$ cat config.mk
export PLATFORM = sky130hd
export DESIGN_NAME = imem_boot_loader
export DESIGN_NICKNAME = d
export VERILOG_FILES = /design/src/rtl/imem_boot_loader.sv
export SDC_FILE = /design/constraint.sdc
export NUM_CORES = 1
export LEC_CHECK = 0
export ABC_AREA = 1
export BUFFER_PORTS_ARGS = -buffer_cell sky130_fd_sc_hd__clkbuf_2
export CAP_MARGIN = 20
export CORE_ASPECT_RATIO = 2
export CORE_UTILIZATION = 45
export DETAILED_ROUTE_END_ITERATION = 8
export GPL_ROUTABILITY_DRIVEN = 0
export PLACE_DENSITY = 0.79
export SYNTH_ARGS = -nofsm -noshare
export SYNTH_HDL_FRONTEND = slang
export SYNTH_SLANG_ARGS = --single-unit
$ cat constraint.sdc
create_clock -name clk -period 1.21 [get_ports clk]
set_input_delay 0.1815 -clock clk [delete_from_list [all_inputs] [get_ports clk]]
set_output_delay 0.1815 -clock clk [all_outputs]
set_load 0.01 [all_outputs]
$ cat src/rtl/imem_boot_loader.sv
// Byte-stream loader: packs bytes MSB-first into words and writes imem from 0,
// holding the CPU stalled until a halt opcode or the depth limit ends the load.
module imem_boot_loader #(
  parameter int          ADDR_W  = 6,
  parameter int          DEPTH   = 64,
  parameter logic [5:0]  HALT_OP = 6'b111111
) (
  input  logic              clk,
  input  logic              rst_n,
  input  logic              start,
  input  logic              in_valid,
  input  logic [7:0]        in_byte,
  output logic              in_ready,
  output logic              imem_we,
  output logic [ADDR_W-1:0] imem_addr,
  output logic [31:0]       imem_data,
  output logic              cpu_run,
  output logic              done,
  output logic [ADDR_W:0]   word_cnt,
  output logic              illegal_op
);

  typedef enum logic [1:0] {
    IDLE, COLLECT, WRITE, DONE
  } state_t;

  localparam logic [ADDR_W:0] LAST = (ADDR_W+1)'(DEPTH-1);
  localparam logic [ADDR_W:0] ONE  = (ADDR_W+1)'(1);

  state_t      state, nxt;
  logic [1:0]  bcnt;
  logic [23:0] sh;
  logic        take, clr, legal;
  logic [5:0]  op;

  assign take = in_valid & in_ready;
  assign op   = imem_data[31:26];

  always_comb begin
    legal = (op == 6'b000000) || (op == 6'b001000) ||
            (op == 6'b100011) || (op == 6'b101011) ||
            (op == 6'b000100) || (op == 6'b000010) ||
            (op == HALT_OP);
  end

  always_ff @(posedge clk or negedge rst_n) begin
    if (!rst_n) state <= IDLE;
    else        state <= nxt;
  end

  always_comb begin
    nxt = state;
    clr = 1'b0;
    case (state)
      IDLE, DONE: begin
        if (start) begin
          nxt = COLLECT;
          clr = 1'b1;
        end
      end
      COLLECT: begin
        if (take && bcnt == 2'd3) nxt = WRITE;
      end
      WRITE: begin
        if (op == HALT_OP || word_cnt == LAST) nxt = DONE;
        else                                   nxt = COLLECT;
      end
      default: nxt = IDLE;
    endcase
  end

  // Strobes are registered from the next state so they line up with it
  always_ff @(posedge clk or negedge rst_n) begin
    if (!rst_n) begin
      in_ready   <= 1'b0;
      imem_we    <= 1'b0;
      done       <= 1'b0;
      cpu_run    <= 1'b0;
      imem_addr  <= '0;
      imem_data  <= '0;
      word_cnt   <= '0;
      illegal_op <= 1'b0;
      bcnt       <= '0;
      sh         <= '0;
    end else begin
      in_ready <= (nxt == COLLECT);
      imem_we  <= (nxt == WRITE);
      done     <= (nxt == DONE);
      cpu_run  <= (nxt == DONE);
      if (clr) begin
        word_cnt   <= '0;
        illegal_op <= 1'b0;
        bcnt       <= '0;
      end
      if (take) begin
        sh   <= {sh[15:0], in_byte};
        bcnt <= bcnt + 2'd1;
        if (bcnt == 2'd3) begin
          imem_data <= {sh, in_byte};
          imem_addr <= word_cnt[ADDR_W-1:0];
        end
      end
      if (state == WRITE) begin
        word_cnt <= word_cnt + ONE;
        if (!legal) illegal_op <= 1'b1;
      end
    end
  end

endmodule

# Word-level counts from Yosys, hierarchy flattened
# Cells that the tools add are included.
op_classes:
  mux: 13
  eq_ne: 14
  n_reduce_logical: 14
  add_sub_neg: 2
  bitwise_logic: 1
ops:
  columns: ["op", "n"]
  rows:
  - ["$eq 6x6->1 const B", 3]
  - ["$mux 7", 2]
  - ["$eq 2x2->1 const B", 5]
  - ["$mux 2", 5]
  - ["$add 7x1->7 const B", 1]
  - ["$eq 7x6->1 const B", 1]
  - ["$logic_or 1x1->1", 7]
  - ["$eq 6x2->1 const B", 1]
  - ["$eq 6x3->1 const B", 1]
  - ["$eq 6x4->1 const B", 1]
  - ["$logic_not 6->1", 1]
  - ["$pmux 2 s3", 1]
  - ["$mux 1", 5]
  - ["$eq 2x1->1 const B", 2]
  - ["$reduce_bool 2->1", 2]
  - ["$add 2x1->2 const B", 1]
  - ["$logic_not 2->1", 1]
  - ["$reduce_and 2->1", 1]
  - ["$reduce_or 2->1", 1]
  - ["$and 1x1->1", 1]
  - ["$logic_and 1x1->1", 1]
totals:
  word_cells: 54
  ff_bits: 77
  output_inout_bits: 50

# Logic depth before layout (Yosys ltp)
depth:
  word_depth: 9
  mapped_depth: 10
  mapped_depth_nobuf: 9

# Worst setup path after synthesis
# OpenSTA, ideal clock, no wires.
synth_path:
  kind: "reg-to-reg"
  start: "reg state[0]"
  end: "reg word_cnt[3]"
  required_time_ps: 1078
  setup_ps: 132
  synth_period_minus_slack_ps: 1301
  setup_slack_ps: -91
  arrival_time_ps: 1169
  stages_incl_launch_ff: 8
  path_cell_list: "dfrtp_1 inv_1 ha_1 nand2_1 nor2_1 inv_1 a21oi_1 a21oi_1"
synth_via:
  elab_chain_cells: 4
  word_cells_on_any_way: 7
  cone_classes: "eq/ne: 2; mux: 2; reduce/logical: 3"
synth_rtl:
  columns: ["element", "line_no", "rtl"]
  rows:
  - ["start, declared", "30", "state_t state, nxt;"]
  - ["start signal, assigned", "48", "else state <= nxt;"]
  - ["$eq 2x2->1 / $logic_not 2->1 (equally long branches)", "54", "case (state)"]
  - ["$reduce_or 2->1", "54", null]
  - ["$mux 1", "54", null]
  - ["$reduce_bool 2->1 (no line)", null, null]
  - ["end signal, assigned", "104", "word_cnt <= word_cnt + ONE;"]
  - ["end, declared", "19", "output logic [ADDR_W:0] word_cnt,"]
# Several ways; a longest one is shown, not always the timed one.
# A chain may end at the register's enable or synchronous reset.

# Final worst setup path
layout_path:
  start: "reg state[0]"
  end: "reg word_cnt[6]"
# Same word-level chain as after synthesis.

==> out/qor.yml <==
run_status:
  status: "finished, violations left"
  violations: "negative setup slack"
power:
  p_sw_share_pct: 34.7
  clkPwrFrac_pct: 26.6
  internal-power_mw: 6.37
  leakagePower_nw: 2.24
  finalPower_mw: 9.76
  power.density_nw_per_um2: 2360
  power_frac_comb_pct: 30.9
  p_sw_mw: 3.39
  ir_drop_mv: 1.22
  seq_power_share_pct: 42.6
global_route:
  grt_start_max_net_pins: 37
  gr-usage-all-layers_pct: 21.6
  grt_pass1_wl_um: 11400
  grt_pass1_vias: 2546
  grt.overflow.total: 0
  antenna_found_initial: 0
synth:
  synthMuxAreaShare_pct: 0
  synthArstFlopShare_pct: 100
  synth_flop_cell: "dfrtp_1"
  synthCells: 339
  netlist_area_um2: 3110
  synth_largest_area_cell: "dfrtp_1"
  yosysTopAreaCellShare_pct: 61.9
  yosys-top-cells-count: "nand2_1 (141), dfrtp_1 (77), o21ai_0 (33), inv_1 (28), nand3_1 (10)"
  syn_avg_cell_area_um2: 9.18
  synth_warnings: 0
  synth-seq-area-share_pct: 61.9
  synth_edf_count: 0
  yosys.area_share.xor_xnor_pct: 0
  netlist_top_cells_area: "dfrtp_1 (62%), nand2_1 (17%), o21ai_0 (5.3%)"
  synth-simple-area-share_pct: 21.6
  synth_most_common_cell: "nand2_1"
  syn-num-nets: 355
  synth_compound_area_share_pct: 7.84
  yosys.area_share.adder_pct: 1.61
  synth_seq_cells: 77
  synth_top_family_by_area: "simple AND/OR/NAND/NOR gates"
  yosysUniqueCellTypes: 22
route:
  routed_wl_um: 7360
  firstDrtPassIters: 4
  wl_per_cell_um: 14.2
  vias: 2579
  viasPerCell: 4.96
  drt_iter0_markers: 130
  drcViolationCount: 0
  ant_nets: 0
placement:
  dp_hpwl_um: 4790
  dpl_cell_area_um2: 3630
  portBuffers: 61
layout:
  fillers: 552
  nets: 443
  drive_gt1_share_pct: 30.6
  final_area_um2: 4130
  diodes: 0
  syn_to_final_growth_pct: 32.9
sta:
  tightest_slew_ns: 0.352
  drv_slew: 0
  rsz0062_at_grt: "true"
  hold_viol: 0
  max_slew_margin_pct: 76.5
  setup_viol: 10
  fin_ws_ns: -0.122
  period_needed_ns: 1.33
  finalSetupTns_ns: -0.722
  skew_ns: 0.00514
  finalCritPeriodShare_pct: 110
  timing.fmax_mhz: 751
critical_path:
  crit_fanout: 5
  ff2ff_setup_slack_ns: -0.12
  crit_path_end_kind: "flip-flop"
  critPathCapture: "word_cnt[6]"
  worstSetupPathType: "reg -> reg"
  r2r-end: "word_cnt[6]"
  crit_path_start: "state[0]"
  r2r_cells: 8
  crit_arrival_ns: 1.60
  cp-start-kind: "flip-flop"
  required_ns: 1.48
  r2r-start: "state[0]"
min_path:
  hold_path_class: "in -> reg"
clock_network:
  cts_sinks: 77
  clkTransAtPathRegs_ns: 0.06
  clkLatencyLatePin_ns: 0.33
  cts_max_level: 3
  cts_buffer_depth: 2
  cts_made_buffers: 9
  cts_root_buf: "clkbuf_16"
  cts_tree: "built"
die:
  die_w_um: 60.8
  die_h_um: 120
  die-area_um2: 7270
  num_rows: 42
  core_area_um2: 6670
  initial_core_util_pct: 46.6
  io_pins: 62
job:
  drv_cap: 0
[worst min-delay path by stage]
stage	startpoint	slack (ns)	endpoint	depth (start not counted)
CTS	in_byte[2]	0.05	imem_data[2]	3
detailed placement	rst_n	0.13	imem_addr[1]	1
global placement	rst_n	0.11	done	1
finish	in_byte[2]	0.06	sh[2]	3
floorplan	rst_n	-0.11	bcnt[0]	0
global route	in_byte[4]	0.07	imem_data[4]	3
[flip-flops by register name, indices dropped and copies added (netlist names)]
signal	count
imem_data	32
sh	24
word_cnt	7
imem_addr	6
bcnt	2
state	2
done	1
illegal_op	1
imem_we	1
in_ready	1
[power groups by stage]
stage / Sequential [mW] / Combinational (mW) / Clock [mW]
final: 4.16 / 3.01 / 2.59
after global placement: 4.13 / 2.66 / 0
after detailed placement: 4.17 / 2.76 / 0
after floorplan: 4.33 / 1.37 / 0
after CTS: 4.14 / 2.84 / 2.63
after global routing: 4.26 / 3.39 / 2.74
[cells by family (layout without fill, tap and decap cells)]
family / after synthesis / after routing
buffers and inverters: 45 / 138
DFF: 77 / 77
AOI/OAI and AO/OA: 48 / 48
and+or+nand+nor: 165 / 165
adders and majority gates: 4 / 4
[cells in the final DEF, fill, tap and decap left out, types with 2 or more instances in the layout]
cell / Yosys / final
nand2_1: 141 / 137
dfrtp_1: 77 / 77
clkbuf_2: 0 / 59
o21ai_0: 33 / 30
inv_1: 28 / 24
buf_4: 3 / 21
clkbuf_16: 0 / 11
o21ai_1: 7 / 10
nand3_1: 10 / 9
nand2_4: 0 / 5
buf_6: 4 / 5
inv_2: 1 / 4
nor2_1: 5 / 4
a21oi_1: 6 / 4
nand3_2: 3 / 3
clkbuf_8: 0 / 3
buf_12: 0 / 3
nand2_2: 3 / 2
nor2_4: 1 / 2
a21oi_2: 0 / 2
inv_4: 1 / 2
ha_1: 4 / 2
[what timing repair did]
| action | CTS | global route |
|---|---|---|
| cloned | 0 | 2 |
| hold endpoints to repair | 24 | 0 |
| hold buffers | 1 | 0 |
| setup endpoints to repair | 26 | 49 |
| pin swaps | 5 | 4 |
| buffers inserted | 6 | 3 |
| gates resized for setup | 10 | 19 |
[worst max-delay path, stage by stage (launching register included)]
cell and delay, ns:
dfrtp_1 0.39, inv_2 0.09, ha_4 0.18, nand2_4 0.06, nor2_4 0.11, nand3_2 0.11
buf_4 0.14, buf_4 0.12, nand2_1 0.06
[final cells by class]
type / instances / area, um^2 / area share, %
inverter: 30 / 118 / 2.85
clock inverter: 4 / 30.0 / 0.726
clock buffer: 12 / 267 / 6.45
sequential: 77 / 1930 / 46.6
multi-input combinational: 217 / 1050 / 25.4
tap: 88 / 110 / 2.66
timing repair buffer: 92 / 634 / 15.3
[metrics by stage]
stage | std cells | worst slack (ns) | hold slack, ns | util (%)
3_3_place_gp | 493 | -0.00105 | 0.113 | 54.4
6_report | 520 | -0.122 | 0.0564 | 61.9
5_1_grt | 520 | -0.180 | 0.0659 | 61.9
3_5_place_dp | 493 | -0.0757 | 0.127 | 54.4
4_1_cts | 516 | -0.0696 | 0.0477 | 60.2
2_1_floorplan | 339 | -0.0259 | -0.114 | -
[layer usage]
| layer | vias to the layer above | GRT usage, % | share of wire (%) |
|---|---|---|---|
| met3 | 24 | 4.53 | 3.5 |
| li1 | 1235 | - | - |
| met4 | 0 | 16.6 | 5.0 |
| met2 | 82 | 35.6 | 54 |
| met5 | - | 0 | 0 |
| met1 | 1238 | 22.6 | 37 |
(Power assumes the default switching activity.)
